## config.mk

```make
export PLATFORM = sky130hd
export DESIGN_NAME = fetch_queue
export DESIGN_NICKNAME = d
export VERILOG_FILES = /design/src/rtl/fetch_queue.sv
export SDC_FILE = /design/constraint.sdc
export NUM_CORES = 1
export LEC_CHECK = 0
export ABC_AREA = 0
export CAP_MARGIN = 20
export CORE_MARGIN = 3
export CORE_UTILIZATION = 40
export CTS_BUF_LIST = sky130_fd_sc_hd__clkbuf_8
export DETAILED_ROUTE_END_ITERATION = 7
export GPL_ROUTABILITY_DRIVEN = 0
export GPL_TIMING_DRIVEN = 0
export PLACE_DENSITY_LB_ADDON = 0.2
export SETUP_SLACK_MARGIN = 0.02
export SKIP_LAST_GASP = 1
export SLEW_MARGIN = 20
export SYNTH_ARGS = -nofsm -noshare
export SYNTH_HDL_FRONTEND = slang
export SYNTH_SLANG_ARGS = --single-unit
```

## constraint.sdc

```tcl
create_clock -name CLK -period 5.3 [get_ports CLK]
set_input_delay 1.325 -clock CLK [delete_from_list [all_inputs] [get_ports CLK]]
set_output_delay 1.325 -clock CLK [all_outputs]
set_load 0.01 [all_outputs]
```

## src/rtl/fetch_queue.sv

```systemverilog
// Instruction fetch front end: sequential PC generation, 1-cycle IMEM request
// tracking, and a DEPTH-entry {IR, PC} prefetch FIFO presented to decode.
module fetch_queue #(
    parameter int          DEPTH    = 4,
    parameter logic [15:0] RESET_PC = 16'h0000
) (
    input  logic                     CLK,
    input  logic                     RST_N,
    output logic                     IM_REQ,
    output logic [15:0]              IM_ADDR,
    input  logic [31:0]              IM_DATA,
    input  logic                     REDIRECT,
    input  logic [15:0]              REDIRECT_PC,
    input  logic                     DE_READY,
    output logic                     DE_V,
    output logic [31:0]              DE_IR,
    output logic [15:0]              DE_PC,
    output logic [$clog2(DEPTH):0]   Q_COUNT
);

    localparam int AW = $clog2(DEPTH);
    localparam int CW = AW + 1;
    localparam logic [CW:0] DEPTH_C = (CW+1)'(DEPTH);

    // Handshake: decode takes the head on any edge where DE_V and DE_READY are
    // both high and REDIRECT is low; DE_READY is ignored while DE_V is low.

    logic [15:0]   f_pc_q, f_pc_d;
    logic          infl_q, infl_d;
    logic [15:0]   infl_pc_q, infl_pc_d;
    logic [AW-1:0] rd_ptr_q, rd_ptr_d;
    logic [AW-1:0] wr_ptr_q, wr_ptr_d;
    logic [CW-1:0] count_q, count_d;
    logic [31:0]   ir_q [DEPTH];
    logic [15:0]   pc_q [DEPTH];

    logic credit_ok;
    logic push;
    logic pop;

    // A request is only issued if its return is guaranteed a free slot.
    assign credit_ok = ({1'b0, count_q} + {{CW{1'b0}}, infl_q}) < DEPTH_C;
    assign IM_REQ    = RST_N & ~REDIRECT & credit_ok;
    assign IM_ADDR   = f_pc_q;
    assign DE_V      = (count_q != '0);
    assign DE_IR     = DE_V ? ir_q[rd_ptr_q] : '0;
    assign DE_PC     = DE_V ? pc_q[rd_ptr_q] : '0;
    assign Q_COUNT   = count_q;
    assign push      = infl_q & ~REDIRECT;
    assign pop       = DE_V & DE_READY & ~REDIRECT;

    always_comb begin
        f_pc_d    = f_pc_q;
        infl_d    = 1'b0;
        infl_pc_d = infl_pc_q;
        rd_ptr_d  = rd_ptr_q;
        wr_ptr_d  = wr_ptr_q;
        count_d   = count_q;
        if (REDIRECT) begin
            f_pc_d   = REDIRECT_PC & 16'hFFFC;
            rd_ptr_d = '0;
            wr_ptr_d = '0;
            count_d  = '0;
        end else begin
            if (IM_REQ) begin
                f_pc_d    = f_pc_q + 16'd4;
                infl_d    = 1'b1;
                infl_pc_d = f_pc_q;
            end
            if (push) wr_ptr_d = wr_ptr_q + AW'(1);
            if (pop)  rd_ptr_d = rd_ptr_q + AW'(1);
            case ({push, pop})
                2'b10:   count_d = count_q + CW'(1);
                2'b01:   count_d = count_q - CW'(1);
                default: count_d = count_q;
            endcase
        end
    end

    always_ff @(posedge CLK or negedge RST_N) begin
        if (!RST_N) begin
            f_pc_q    <= RESET_PC & 16'hFFFC;
            infl_q    <= 1'b0;
            infl_pc_q <= '0;
            rd_ptr_q  <= '0;
            wr_ptr_q  <= '0;
            count_q   <= '0;
        end else begin
            f_pc_q    <= f_pc_d;
            infl_q    <= infl_d;
            infl_pc_q <= infl_pc_d;
            rd_ptr_q  <= rd_ptr_d;
            wr_ptr_q  <= wr_ptr_d;
            count_q   <= count_d;
        end
    end

    always_ff @(posedge CLK or negedge RST_N) begin
        if (!RST_N) begin
            for (int i = 0; i < DEPTH; i++) begin
                ir_q[i] <= '0;
                pc_q[i] <= '0;
            end
        end else if (push) begin
            ir_q[wr_ptr_q] <= IM_DATA;
            pc_q[wr_ptr_q] <= infl_pc_q;
        end
    end

    // The credit rule makes this unreachable; firing means the issue logic broke.
    assert property (@(posedge CLK) disable iff (!RST_N)
        !(push && count_q == CW'(DEPTH)));

endmodule

```

# Word level (Yosys, flattened, before mapping)
# Index checks and enable logic that the tools add are counted.
[op_classes]
n_addsub = 6
magnitude_cmp = 4
n_eq_ne = 2
muxes = 24
bitwise_logic = 8
n_reduce_logical = 7
[ops]
columns = ["operator", "n"]
rows = [
  ["$bwmux 128", 1],
  ["$mux 32", 4],
  ["$mux 16", 6],
  ["$bmux 32 s2", 1],
  ["$bwmux 64", 1],
  ["$demux 32 s2", 1],
  ["$bmux 16 s2", 1],
  ["$demux 16 s2", 1],
  ["$add 16x3->16 const B", 1],
  ["$mux 2", 4],
  ["$ge 3x3->1 const B", 2],
  ["$not 2->3", 2],
  ["$pmux 3 s2", 1],
  ["$reduce_bool 2->1", 3],
  ["$reduce_bool 3->1", 2],
  ["$and 1x1->1", 5],
  ["$add 2x1->2 const B", 2],
  ["$add 3x1->4", 1],
  ["$lt 4x3->1 const B", 1],
  ["$add 3x1->3 const B", 1],
  ["$lt 3x1->1 const B", 1],
  ["$mux 3", 1],
  ["$sub 3x1->3 const B", 1],
  ["$eq 2x1->1 const B", 1],
  ["other kinds (5)", 6],
]
[totals]
register_bits = 232
inputBits = 52
output_inout_bits = 69
wordCells = 65

# Depth between registers and ports, before layout
[depth]
depth_word = 6
mapped_depth = 8
mapped_depth_nobuf = 7

# Worst setup path before layout
# Ideal clock, no wire load.
[synth_path]
kind = "input to output"
from = "in REDIRECT"
to = "out IM_REQ"
arrival_time_ps = 2068
required_time_ps = 3975
path_slack_ps = 1907
stages = 5
n_path_buf = 2
path_cell_list = "nor2_1 > nand3_1 > inv_1 > buf_2 > buf_2"
[synth_via]
elab_chain_cells = 3
[synth_lines]
columns = ["item", "line", "text"]
rows = [
  ["start: declaration", "12", "input logic REDIRECT,"],
  ["$not 1->1 (no source line)", "n/a", ""],
  ["$and 1x1->1 (2 in series)", "43", "assign IM_REQ = RST_N & ~REDIRECT & credit_ok;"],
  ["end: declaration", "9", "output logic IM_REQ,"],
]
# Every way passes these cells.

# Worst setup path in the final report
[layout_path]
from = "in RST_N"
to = "out IM_REQ"
[layout_via]
elab_chain_cells = 2
[layout_lines]
columns = ["item", "line", "text"]
rows = [
  ["start: declaration", "8", "input logic RST_N,"],
  ["$and 1x1->1 (2 in series)", "43", ""],
]
# Every way passes these cells.

==> results.py <==
metrics = {
    "yosys": {
        "yosys.area.top_type_share": 0.544,
        "synth.distinct_cells": 47,
        "synth_top_family_by_area": "multiplexers",
        "yosys_most_used_dff": "dfrtp_1",
        "muxShareOfSynthArea": 0.310,
        "synth_area_um2": 10100,
        "synthArstFlopShare": 1.00,
        "yosys-top-cells-area": "dfrtp_1 54%, mux2_2 21%, mux4_2 10%",
        "ys_ff_latch": 220,
        "synth_area_per_cell_um2": 14.5,
        "synth_edf_count": 0,
        "yosys.area_share.xor_xnor": 0.00432,
        "synth_warnings": 0,
        "synth_common_cells": "220 x dfrtp_1, 185 x mux2_2, 47 x and2_1",
        "yosysSeqAreaShare": 0.544,
        "syn_inst": 699,
        "post-synth-top-count-cell": "dfrtp_1",
        "synth-simple-area-share": 0.0731,
        "synth_top_area_cell": "dfrtp_1",
        "synth-compound-area-share": 0.0236,
        "synthAdderAreaFrac": 0.00816,
    },
    "finish": {
        "ff_latch_area_um2": 5510,
        "utilization": 0.511,
        "final_area_um2": 12600,
        "fillers": 2123,
        "multi_input_area_um2": 4260,
        "antenna_cells": 0,
        "syn_to_final_growth_pct": 24.1,
        "layout-drive-gt1-share": 0.372,
        "fin_nets": 918,
    },
    "floorplan": {
        "initial_core_util": 0.412,
        "die_y_um": 165,
        "die_w_um": 165,
        "core_area_um2": 24600,
        "die_area_um2": 27300,
        "num_rows": 57,
        "io_pins": 121,
    },
    "clock_network": {
        "cts-hold-fix-buffers": 0,
        "h-tree-depth": 2,
        "cts_tree": "done",
        "postCtsSetupBuffers": 0,
        "cts_buffers": 40,
        "cts_resized": 0,
        "clkLatencyLatePin_ps": 510,
        "cts.reportedPaths.clkPinSlew_ps": 50,
        "cts.sink_count": 220,
        "cts_buffer_depth": 3,
        "cts-root-buf": "clkbuf_8",
    },
    "timing": {
        "timing.final.crit_share": 0.924,
        "hold_ws_ps": 497,
        "clock-skew-final_ps": 14.4,
        "max_clock_freq_ghz": 0.204,
        "slew_headroom": 0.507,
        "grt_setup_unrepaired": "false",
        "drv_slew": 0,
        "hold_viol_final": 0,
        "worstMarginPinSlew_ps": 739,
        "fin_ws_ps": 401,
        "fin_crit_ps": 4900,
        "setup_viol": 0,
    },
    "global_routing": {
        "grt_pass1_vias": 7101,
        "globalRouteOverflowTotal": 0,
        "grt_max_degree": 109,
        "antenna_found_initial": 0,
        "grt_first_pass_wirelength_mm": 37.3,
        "track_usage": 0.174,
    },
    "worst_setup_path": {
        "end_kind": "output port",
        "crit_required_ps": 3970,
        "crit_path_start_kind": "input port",
        "cp.arrival_ps": 3570,
        "cp_max_fo": 108,
        "worst-setup-path-type": "input port to output port",
    },
    "detailed_routing": {
        "ant_nets": 0,
        "vias": 6298,
        "vias_per_cell": 5.20,
        "drt_iter0_markers": 349,
        "drc_errors": 0,
        "avgRoutedWirePerCell_um": 19.1,
        "dr.pass1.iters": 5,
        "wirelength_mm": 23.1,
    },
    "power": {
        "total_power_mw": 6.45,
        "ir_drop_v": 0.000378,
        "p_per_area_nw_per_um2": 513,
        "leakage_nw": 5.75,
    },
    "placed_design": {
        "dpl.hpwl_mm": 15.7,
        "io_buffers": 114,
        "placed_area_um2": 11700,
        "pre_cts_slack_ps": 388,
    },
    "flow_run": {
        "cap_viol_max_count": 0,
    },
    "status": {
        "status": "finished, final reports clean",
    },
    "worst_hold_path": {
        "hold_path_class": "register to register",
    },
}
state kept, by name (all words and copies together), names as in the netlist:
register / cells
ir_q: 128
pc_q: 56
IM_ADDR: 14
infl_pc_q: 14
Q_COUNT: 3
rd_ptr_q: 2
wr_ptr_q: 2
infl_q: 1
path summary, 6_finish.rpt:
| check | startpoint | to | slack (ps) | cells after the start |
|---|---|---|---|---|
| worst max-delay path | RST_N | IM_REQ | 400 | 7 |
| worst min-delay path | ir_q[12] | ir_q[12] | 500 | 1 |
| worst max register to register | Q_COUNT[2] | Q_COUNT[2] | 3070 | 6 |
| worst min register to register | ir_q[12] | ir_q[12] | 500 | 1 |
| max in group asynchronous | RST_N | pc_q[34] | 3920 | 2 |
| min in group asynchronous | RST_N | ir_q[72] | 620 | 1 |
cells by family after synthesis:
kind of cell               after synthesis
adders and majority gates                6
xor gates and xnor gates                 5
DFF                                    220
and+or+nand+nor                        141
other                                    1
muxes                                  233
buffers and inverters                   58
AOI/OAI and AO/OA                       35
power by group:
group	switching (mW)	total, mW	leakage [nW]	internal, mW
combinational	0.934	2.33	2.40	1.39
clock	0.664	1.62	0.475	0.956
sequential	0.315	2.50	2.87	2.18
total	1.91	6.45	5.75	4.53
through the flow:
| step | instances | TNS [ps] |
|---|---|---|
| after global placement | 1140 | -1449000 |
| final | 1211 | 0 |
| after detailed placement | 1142 | 0 |
| after floorplan | 702 | 0 |
| after CTS | 1211 | 0 |
| after global routing | 1211 | 0 |
layout by cell type (no fill, tap or decap), drive strengths merged, types with 2 or more instances in the layout:
cell type,synthesis,layout
buf,34,37
xor2,2,2
clkdlybuf4s50,0,113
nor2,10,10
clkinv,0,4
or4,3,3
and2,47,47
mux2i,2,2
mux2,185,185
o21ai,10,10
nor3,7,7
inv,11,23
a21oi,5,5
o311ai,2,2
or3,4,4
a221o,4,4
nand2,48,48
a22oi,4,4
bufinv,0,2
xnor2,3,3
nand4,4,4
a21o,3,3
o211ai,2,2
clkbuf,13,64
conb,1,4
nand3,11,11
dfrtp,220,220
nor2b,2,2
mux4,46,46
ha,5,5
final cells by class:
cell class,instances,area share
well taps,324,0.0322
inverters,11,0.00328
plain buffers,47,0.0263
repair buffers,116,0.0956
clock buffers,51,0.0558
multi-input cells,424,0.339
flip-flops and latches,220,0.438
clock inverters,18,0.00995
metal layers:
layer	part of all wire	vias to the layer above	global-route usage	wire length [µm]
met5	0	-	0	0
li1	-	2845	-	-
met1	0.41	3237	0.216	9560
met4	0.018	0	0.0518	425
met2	0.51	180	0.304	11700
met3	0.063	36	0.0404	1450
critical path: stages:
cell             delay (ps)
buf_8                   160
buf_16                  400
nand3_1                 310
inv_1                   200
buf_2                   230
buf_2                   270
clkdlybuf4s50_1         580
Power figures use the tool's default switching activity.
